<file path="src/rtl/input_debounce.sv">
// -----------------------------------------------------------------------------
// input_debounce
//   Conditions raw board inputs (push-buttons / slide switches) for the
//   latch/flip-flop comparison stage. Each channel is synchronised into the
//   clk domain with two flops, then filtered by a stable-count debouncer. A
//   channel's level follows its synchronised input only after the input has
//   differed from the current level for DB_CYCLES consecutive edges. Single-
//   cycle rise/fall strobes mark each accepted level change.
//
// Parameters
//   WIDTH      number of independent channels (bit0=s, bit1=r, bit2=d, bit3=ck)
//   DB_CYCLES  consecutive differing edges needed to accept a change (>= 2)
//
// Ports
//   clk    in   1      system clock, rising-edge active
//   rst_n  in   1      asynchronous active-low reset
//   raw    in   WIDTH  asynchronous, possibly bouncing inputs
//   level  out  WIDTH  debounced registered level
//   rise   out  WIDTH  one-cycle strobe on an accepted 0->1
//   fall   out  WIDTH  one-cycle strobe on an accepted 1->0
//
// All outputs come straight from flops; there is no combinational path from
// raw to any output.
// -----------------------------------------------------------------------------

// -----------------------------------------------------------------------------
// input_debounce_lane
//   One channel: two-flop synchroniser, stable-count filter and strobe flops.
//
// Ports
//   clk      in   1  system clock
//   rst_n    in   1  asynchronous active-low reset
//   raw_i    in   1  asynchronous raw input
//   level_o  out  1  debounced level
//   rise_o   out  1  accepted 0->1 strobe
//   fall_o   out  1  accepted 1->0 strobe
// -----------------------------------------------------------------------------
module input_debounce_lane #(
    parameter int DB_CYCLES = 16,
    parameter int CW        = $clog2(DB_CYCLES)
) (
    input  logic clk,
    input  logic rst_n,
    input  logic raw_i,
    output logic level_o,
    output logic rise_o,
    output logic fall_o
);

    localparam logic [CW-1:0] CNT_MAX = CW'(DB_CYCLES - 1);

    logic          sync1_q, sync2_q;
    logic          level_q, level_d;
    logic          rise_q,  rise_d;
    logic          fall_q,  fall_d;
    logic [CW-1:0] cnt_q,   cnt_d;

    // Synchroniser: raw_i is asynchronous, so sync1_q may go metastable;
    // sync2_q is the first flop whose value the filter is allowed to use.
    always_ff @(posedge clk or negedge rst_n) begin
        if (!rst_n) begin
            sync1_q <= 1'b0;
            sync2_q <= 1'b0;
        end else begin
            sync1_q <= raw_i;
            sync2_q <= sync1_q;
        end
    end

    // Filter. cnt_q counts consecutive edges on which sync2_q disagreed with
    // level_q. Any agreeing edge (a bounce back) restarts from zero. The
    // counter only returns to zero from CNT_MAX together with the level
    // update, so it never wraps on its own.
    always_comb begin
        cnt_d   = '0;
        level_d = level_q;
        rise_d  = 1'b0;
        fall_d  = 1'b0;
        if (sync2_q != level_q) begin
            if (cnt_q == CNT_MAX) begin
                level_d = sync2_q;
                rise_d  = sync2_q;
                fall_d  = ~sync2_q;
            end else begin
                cnt_d = cnt_q + 1'b1;
            end
        end
    end

    // Strobes are registered alongside level, so they are high in exactly the
    // cycle level first shows its new value. A further change needs at least
    // DB_CYCLES (>= 2) more edges, so strobes can never be back to back.
    always_ff @(posedge clk or negedge rst_n) begin
        if (!rst_n) begin
            cnt_q   <= '0;
            level_q <= 1'b0;
            rise_q  <= 1'b0;
            fall_q  <= 1'b0;
        end else begin
            cnt_q   <= cnt_d;
            level_q <= level_d;
            rise_q  <= rise_d;
            fall_q  <= fall_d;
        end
    end

    assign level_o = level_q;
    assign rise_o  = rise_q;
    assign fall_o  = fall_q;

endmodule

module input_debounce #(
    parameter int WIDTH     = 4,
    parameter int DB_CYCLES = 16
) (
    input  logic             clk,
    input  logic             rst_n,
    input  logic [WIDTH-1:0] raw,
    output logic [WIDTH-1:0] level,
    output logic [WIDTH-1:0] rise,
    output logic [WIDTH-1:0] fall
);

    // A one-edge filter would make the strobe invariants impossible to hold.
    if (DB_CYCLES < 2) begin : g_bad_param
        $error("input_debounce: DB_CYCLES must be >= 2");
    end

    // Channels are independent: one lane instance per bit, no shared state.
    for (genvar i = 0; i < WIDTH; i++) begin : g_lane
        input_debounce_lane #(
            .DB_CYCLES (DB_CYCLES)
        ) u_lane (
            .clk     (clk),
            .rst_n   (rst_n),
            .raw_i   (raw[i]),
            .level_o (level[i]),
            .rise_o  (rise[i]),
            .fall_o  (fall[i])
        );
    end

endmodule

</file>
<file path="config.mk">
export PLATFORM = sky130hd
export DESIGN_NAME = input_debounce
export DESIGN_NICKNAME = d
export VERILOG_FILES = /design/src/rtl/input_debounce.sv
export SDC_FILE = /design/constraint.sdc
export NUM_CORES = 1
export LEC_CHECK = 0
export ABC_AREA = 1
export CAP_MARGIN = 20
export CORE_MARGIN = 3
export CORE_UTILIZATION = 45
export CTS_CLUSTER_SIZE = 28
export DETAILED_ROUTE_END_ITERATION = 6
export HOLD_SLACK_MARGIN = 0.06
export PLACE_DENSITY = 0.8
export SYNTH_ARGS = -nofsm -noshare
export SYNTH_HDL_FRONTEND = slang
export SYNTH_SLANG_ARGS = --single-unit
</file>
<file path="constraint.sdc">
create_clock -name clk -period 1.1 [get_ports clk]
set_clock_uncertainty 0.05 [all_clocks]
set_input_delay 0.22 -clock clk [delete_from_list [all_inputs] [get_ports clk]]
set_output_delay 0.22 -clock clk [all_outputs]
set_load 0.005 [all_outputs]
</file>
* After elaboration in Yosys (flattened, before gate mapping) *
Index checks and enable logic that the tools add are counted.

cells by class
  bitwise gates (word level) = 4
  reductions and logical operators = 4
  mux-type cells = 24
  equality and inequality tests = 8
  $add $sub $neg = 4

operators by type and width
  cell                                         count
  two-way mux 4 bit                            8
  adder 4 x 1 -> 4 bit, second input constant  4
  == test 4 bit, second input constant         4
  two-way mux 1 bit                            16
  AND reduction 2 bit                          4
  inequality test 1 bit                        4
  NOT 1 bit                                    4

storage, ports and cells
  logic and storage cells = 68
  input port bits = 6
  output and inout port bits = 12
  register bits after elaboration = 36

* Depth between registers and ports, before layout *
Gate-level depths: netlist of run 1.

  depth after elaboration = 3
  depth in mapped cells = 5
  mapped depth without buffers = 5

* Cells and area by module *
From an unflattened synthesis of run 1, not the netlist that was laid out.

unflattened totals
  cells, all modules = 132
  area total of the unflattened synthesis = 1361.3 µm²

modules (own cells, without submodules)
  module               instances  area each (µm²)  seq. area each (µm²)  cells each
  input_debounce_lane  4          340.3            225.2                 33

* Worst setup path after synthesis of run 1 *
No wires, ideal clock.

  path type = register -> register
  start point = register g_lane[3].u_lane.cnt_q[0]
  end point = register g_lane[3].u_lane.cnt_q[3]
  path buffers = 0
  library setup time = 0.069 ns
  period minus slack after synthesis = 1.006 ns
  arrival = 0.887 ns
  setup slack = 0.094 ns
  cell stages (with the launch flop) = 5
  cell sequence = dfrtp_1 ha_1 nand3_2 nand2_1 nor2_2

between the ends
  longest elaborated chain between the ends = 3
  elaborated cells on any way between the ends = 4

RTL lines
  what                                                          RTL line  RTL
  start: declaration                                            56        logic [CW-1:0] cnt_q, cnt_d;
  start signal: assignment                                      100       cnt_q <= cnt_d;
  adder 4 x 1 -> 4 bit / == test 4 bit (equally long branches)  85, 80
  two-way mux 4 bit (*)                                         80        if (cnt_q == CNT_MAX) begin
  two-way mux 4 bit (*)                                         79        if (sync2_q != level_q) begin
  net g_lane[3].u_lane.cnt_d[3]                                 56

Mark *: on every way through the listed nets, which the timed path passes. The rest lies on a longest branch.
A chain may end at the register's enable or synchronous reset.

* Worst setup path after layout of run 1 *
  start point = register g_lane[2].u_lane.level_q
  end point = output port level[2]

RTL lines
  what                      RTL line  RTL
  start: declaration        53        logic level_q, level_d;
  start signal: assignment  101       level_q <= level_d;
  end: declaration          120       output logic [WIDTH-1:0] level,

No word-level cell between the ends.

==> results of run 1 <==
[per-stage QoR]
step	power [uW]	hold slack [ps]
4_1_cts	2323	190.2
2_1_floorplan	1513	-125.6
5_1_grt	2442	188.5
3_5_place_dp	1596	287.3
6_report	2316	194.4
3_3_place_gp	1577	284.3
[cell usage after synthesis]
master    n
xnor2_1   4
nand2_1  28
nand4_1   4
dfrtp_1  36
nand3_2   4
buf_4    12
o21ai_1   4
nand3_1   4
inv_1    20
nor2_1   23
ha_1      4
nor2_2    1
[metal layers]
layer	part of all wire, %	track usage (%)
met1	37	13.53
met2	57	25.57
met3	5.4	6.475
met4	0.74	3.306
met5	0	0
[timing repair]
item / CTS / global route
endpoints found under the setup margin: 14 / 26
resized for setup: 48 / 19
pin swaps: 0 / 8
buffers inserted: 3 / 2
[cells by family (layout without fill, tap and decap cells)]
kind of cell	count (synthesis)	in the layout	share of synthesized area (%)
XOR/XNOR	4	4	2.409
adder cells (fa/ha/maj)	4	4	3.442
flip-flops	36	36	61.96
AO/OA/AOI/OAI	4	4	1.377
buffers and inverters	32	55	11.36
AND/OR/NAND/NOR	64	64	19.45
[final timing paths]
check,from,endpoint,slack [ps]
setup reg to reg,g_lane[0].u_lane.cnt_q[0]$_DFF_PN0_,g_lane[0].u_lane.cnt_q[0]$_DFF_PN0_,40
hold / removal,rst_n,g_lane[1].u_lane.level_o$_DFFE_PN0P_,190
hold reg to reg,g_lane[0].u_lane.sync1_q$_DFF_PN0_,g_lane[0].u_lane.sync2_q$_DFF_PN0_,310
max in group asynchronous,rst_n,g_lane[0].u_lane.rise_o$_DFF_PN0_,630
min in group clk,raw[1],g_lane[1].u_lane.sync1_q$_DFF_PN0_,270
setup / recovery,g_lane[2].u_lane.level_o$_DFFE_PN0P_,level[2],-7
[power by group]
part           switching, uW  internal (uW)
registers               43.8           1370
clock network            403            316
logic                   96.5           83.6
[layout by cell type, fill, tap and decap left out]
master	n
nand2_2	9
clkdlybuf4s50_1	5
nand4_1	4
nor2_1	21
inv_2	2
nand3_1	4
nand2_1	19
buf_4	9
buf_2	12
xnor2_1	4
clkbuf_4	5
inv_1	18
clkbuf_8	1
ha_2	4
dfrtp_1	36
nor2_2	3
o21ai_1	4
nand3_4	2
clkbuf_1	2
nand3_2	2
buf_12	1
[area by class of cell]
class | count | area, sq um
repair buffers | 27 | 197.7
multi-input cells | 76 | 440.4
flip-flops and latches | 36 | 900.9
inverters | 20 | 75.07
well taps | 44 | 55.05
fillers | 258 | 1350
clock buffers | 8 | 58.81
[flip-flops by register name, indices dropped and copies added, names as in the netlist]
signal / cells
g_lane.u_lane.sync1_q: 4
g_lane.u_lane.fall_o: 4
g_lane.u_lane.sync2_q: 4
g_lane.u_lane.rise_o: 4
g_lane.u_lane.level_o: 4
g_lane.u_lane.cnt_q: 16
==> results.md, run 1 <==
* Power per cell area at 1340 nW/um^2
* Pre-antenna DRT Iters at 4
* FMAX at 903.1 MHz
* Status: finished, violations left
* Placed insts at 199
* CTS tree: yes
* Critical path's largest stage delay at 390 ps
* Mapped Area at 1454 sq um
* Pins Over Slew Limit at 0
* First-pass GRT wire length at ~4300 microns
* Initial antenna violation count at 0
* Crit path depth at 1
* Core footprint at 3078 sq um
* Sink Count at 36
* CTS clk-pin slew, worst paths at roughly 100 ps
* Sequential area share after synthesis at 61.96%
* Die area at 3949 sq um
* Leak at about 0.00087 uW
* Total Routed Length at 2419 microns
* Distinct cells, synth at 12
* Startpoint Class: flop
* Total grt overflow at 0
* Max FO, Critical Path at 2
* R2r worst-path depth at 4
* CP Capture Type: output port
* Starting Density at 47.24%
* GRT Overall Usage at 13.70%
* CTS max path bufs at 2
* Crit path cell chain: buf_2
* Max-slew headroom at 85.91%
* Clk Latency, worst-skew pair at ~330 ps
* Worst setup margin at -7.329 ps
* Failing checks: negative setup slack
* Post-route cell area at 1728 sq um
* DP Area at 1647 sq um
* Layout cells sized above 1 at 29.94%
* WP buf/inv at 1
* Synth area leaders: dfrtp_1, nand2_1, buf_4, nor2_1, inv_1
* Type of the tightest min-delay check: primary input to async pin
* Final Cycle Share at 100.7%
* Max stage delay cell, worst path: dfrtp_1
* Via/cell ratio at 4.635
* Yosys warns at 0
* MaxCap Viol Count at 0
* Nets@finish at 176
* Die H at 62.84 microns
* Core Util, Final at 56.14%
* Setup TNS at -15.49 ps
* Mapped Cells at 144
* Fin crit period at 1107 ps
* Worst path required time at a little over 800 ps
* Cell Count, Final, Fillers Out at 211
* Final Setup Violations at 4
* Global placement routability congestion at around 0.65
* Critical Path AT at between 800 and 900 ps
* DIE WIDTH at 62.84 microns
* Avg WL per Cell at 11.46 microns
* TritonCTS Buffers at 5
* Cell taking the most area after synthesis: dfrtp_1
* Crit Path Class: flop to output port
* Clock root buffer: clkbuf_4
* Largest net degree at the start of global routing at 37
* Routed Antenna Nets at 0
* Setup slack at placement at 0.01898 ps
* RSZ-0062 raised after global routing: true
* Final hold vios at 0
* Register bit count reported by yosys at 36
* Cell family with most CP delay: flip-flops
* Post-DP HPWL at 1645 microns
* Num rows at 20
* Synth-to-layout area growth at 18.85%
* Cts hold-fix bufs at 0
* DRC viols at 0
* Antenna cells at 0
* Iter 0 DRT Violations at 20
* Vias at about 1000
* Peak supply drop at 0.9966 mV
* Synth top area share at 61.96%
* Slew @ Worst Pin at 211.3 ps
* CTS HTree Levels at 2
* Vias in the first global route at 1060
* Syn_nets at 154
* Synth Area per Inst at 10.10 sq um
* PortBufs at 17
* Top-level I/O count at 18
Note: power is estimated with default switching activity, not from simulation.
==> run 2: changes to the inputs <==
- PLACE_DENSITY: 0.8 -> 0.73
- SKIP_CTS_REPAIR_TIMING: default -> 1
==> results.md, run 2 (synthesized netlist as in run 1, its figures left out) <==
* Total Routed Length at 2320 microns (-4.1%)
* Worst path required time at 830 ps (about the same)
* Avg WL per Cell at 11.15 microns (-2.7%)
* FMAX at 894.7 MHz (-0.93%)
* CP Capture Type: output port
* Power per cell area at 1489 nW/um^2 (+11%)
* Die area at 3949 sq um (unchanged)
* Most frequent cells in the layout: dfrtp_1, nand2_1, nor2_1, inv_1, clkbuf_2
* Max-slew headroom at 85.66% (-0.25 points)
* CTS max path bufs at 2 (unchanged)
* Post-DP HPWL at 1577 microns (-4.2%)
* Core footprint at 3078 sq um (unchanged)
* Leak at 0.0008699 uW (-0.32%)
* Critical Path AT at 850 ps (about the same)
* TritonCTS Buffers at 5 (unchanged)
* Placed insts at 199 (unchanged)
* Die H at 62.84 microns (unchanged)
* Largest net degree at the start of global routing at 37 (unchanged)
* Area of the multi-input gates at 455.4 sq um (+3.4%)
* Startpoint Class: flop
* Top-level I/O count at 18 (unchanged)
* Clock root buffer: clkbuf_4
* Global placement routability congestion at 0.7490 (+15%)
* Antenna cells at 0 (unchanged)
* DIE WIDTH at 62.84 microns (unchanged)
* Slew @ Worst Pin at 215.1 ps (+3.821 ps)
* Post-route cell area at 1758 sq um (+1.7%)
* Final Cycle Share at 101.6% (+0.94 points)
* Type of the tightest min-delay check: primary input to async pin
* Sink Count at 36 (unchanged)
* Pre-antenna DRT Iters at 5 (+1)
* Max FO, Critical Path at 2 (unchanged)
* Iter 0 DRT Violations at 30 (+50%)
* PortBufs at 17 (unchanged)
* Crit path cell chain: clkbuf_2
* Synth-to-layout area growth at 20.91%
* Vias in the first global route at 953 (-10%)
* Crit Path Class: flop to output port
* First-pass GRT wire length at 3684 microns (-14%)
* GRT Overall Usage at 12.28% (-1.4 points)
* WP buf/inv at 1 (unchanged)
* MaxCap Viol Count at 0 (unchanged)
* CTS tree: yes
* CTS HTree Levels at 2 (unchanged)
* Peak supply drop at 0.8362 mV (-16%)
* Routed Antenna Nets at 0 (unchanged)
* Status: finished, violations left
* Failing checks: negative setup slack
* Starting Density at 47.24% (unchanged)
* RSZ-0062 raised after global routing: true
* Commonest non-fill, non-tap cell in the layout: dfrtp_1
* Max FFs per register at 16 (unchanged)
* Max stage delay cell, worst path: dfrtp_1
* CTS clk-pin slew, worst paths at 100 ps (about the same)
* Via/cell ratio at 4.591 (-0.94%)
* Total grt overflow at 0 (unchanged)
* DP Area at 1647 sq um (unchanged)
* Final hold vios at 0 (unchanged)
* Pins Over Slew Limit at 0 (unchanged)
* Critical path's largest stage delay at 400 ps (about the same)
* Final Setup Violations at 3 (-1)
* Cell Count, Final, Fillers Out at 208 (-1.4%)
* Worst setup margin at -17.72 ps (-10.39 ps)
* # fillers at 263 (+1.9%)
* Nets@finish at 173 (-1.7%)
* FF/Latch Area at 902.1 sq um (+0.14%)
* DRC viols at 0 (unchanged)
* Hold Slack at 189.2 ps (-5.281 ps)
* Num rows at 20 (unchanged)
* Layout cells sized above 1 at 25.61% (-4.3 points)
* Biggest register: g_lane.u_lane.cnt_q
* Initial antenna violation count at 0 (unchanged)
* Fin crit period at 1118 ps (+10.39 ps)
* Clk Latency, worst-skew pair at 340 ps (about the same)
* Cell family with most CP delay: flip-flops
* Vias at 955 (-2.4%)
==> run 2: cell types whose count changed in the layout (fill, tap and decap cells not counted), sizes merged <==
cell,change
clkbuf,+11
buf,-15
bufinv,+1
==> run 2: area by class of cell <==
cell class                 instances  share of cell area, %
clock inverter                     1                  1.708
tap                               44                  3.132
clock buffer                       7                  3.701
multi-input combinational         76                  25.91
sequential                        36                  51.32
timing repair buffer              24                  9.964
inverter                          20                  4.270
==> run 2: power by group <==
group	switching [uW]	internal, uW	total (uW)
sequential	55.6	1370	1430
combinational	86.9	85.7	173
clock	413	603	1020
==> run 2: path summary, 6_finish.rpt <==
kind / from / end / depth (start not counted) / slack (ps)
setup reg to reg: g_lane[0].u_lane.cnt_q[1]$_DFF_PN0_ / g_lane[0].u_lane.cnt_q[0]$_DFF_PN0_ / 4 / 50
min in group clk: raw[2] / g_lane[2].u_lane.sync1_q$_DFF_PN0_ / 1 / 260
max in group asynchronous: rst_n / g_lane[2].u_lane.cnt_q[0]$_DFF_PN0_ / 2 / 610
setup / recovery: g_lane[2].u_lane.level_o$_DFFE_PN0P_ / level[2] / 1 / -20
hold reg to reg: g_lane[1].u_lane.sync1_q$_DFF_PN0_ / g_lane[1].u_lane.sync2_q$_DFF_PN0_ / 0 / 300
hold / removal: rst_n / g_lane[3].u_lane.cnt_q[3]$_DFF_PN0_ / 2 / 190
==> run 2: metal layers <==
| layer | up-vias | wire length [microns] | global-route usage (%) |
|---|---|---|---|
| li1 | 469 | - | - |
| met1 | 451 | 894 | 11.10 |
| met2 | 27 | 1240 | 22.24 |
| met3 | 8 | 119 | 5.935 |
| met4 | 0 | 66 | 6.612 |
| met5 | - | 0 | 0 |
==> run 2: stage by stage <==
stage / utilization [%] / setup slack [ps] / setup TNS (ps) / power (uW)
final: 57.11 / -17.72 / -30.02 / 2618
after global routing: 57.11 / -68.28 / -507.6 / 2751
after CTS: 56.59 / -402.5 / -4303 / 2609
after detailed placement: 53.50 / -6.923 / -6.923 / 1594
after global placement: 53.50 / 1.855 / 0 / 1579
after floorplan: - / 94.41 / 0 / 1513
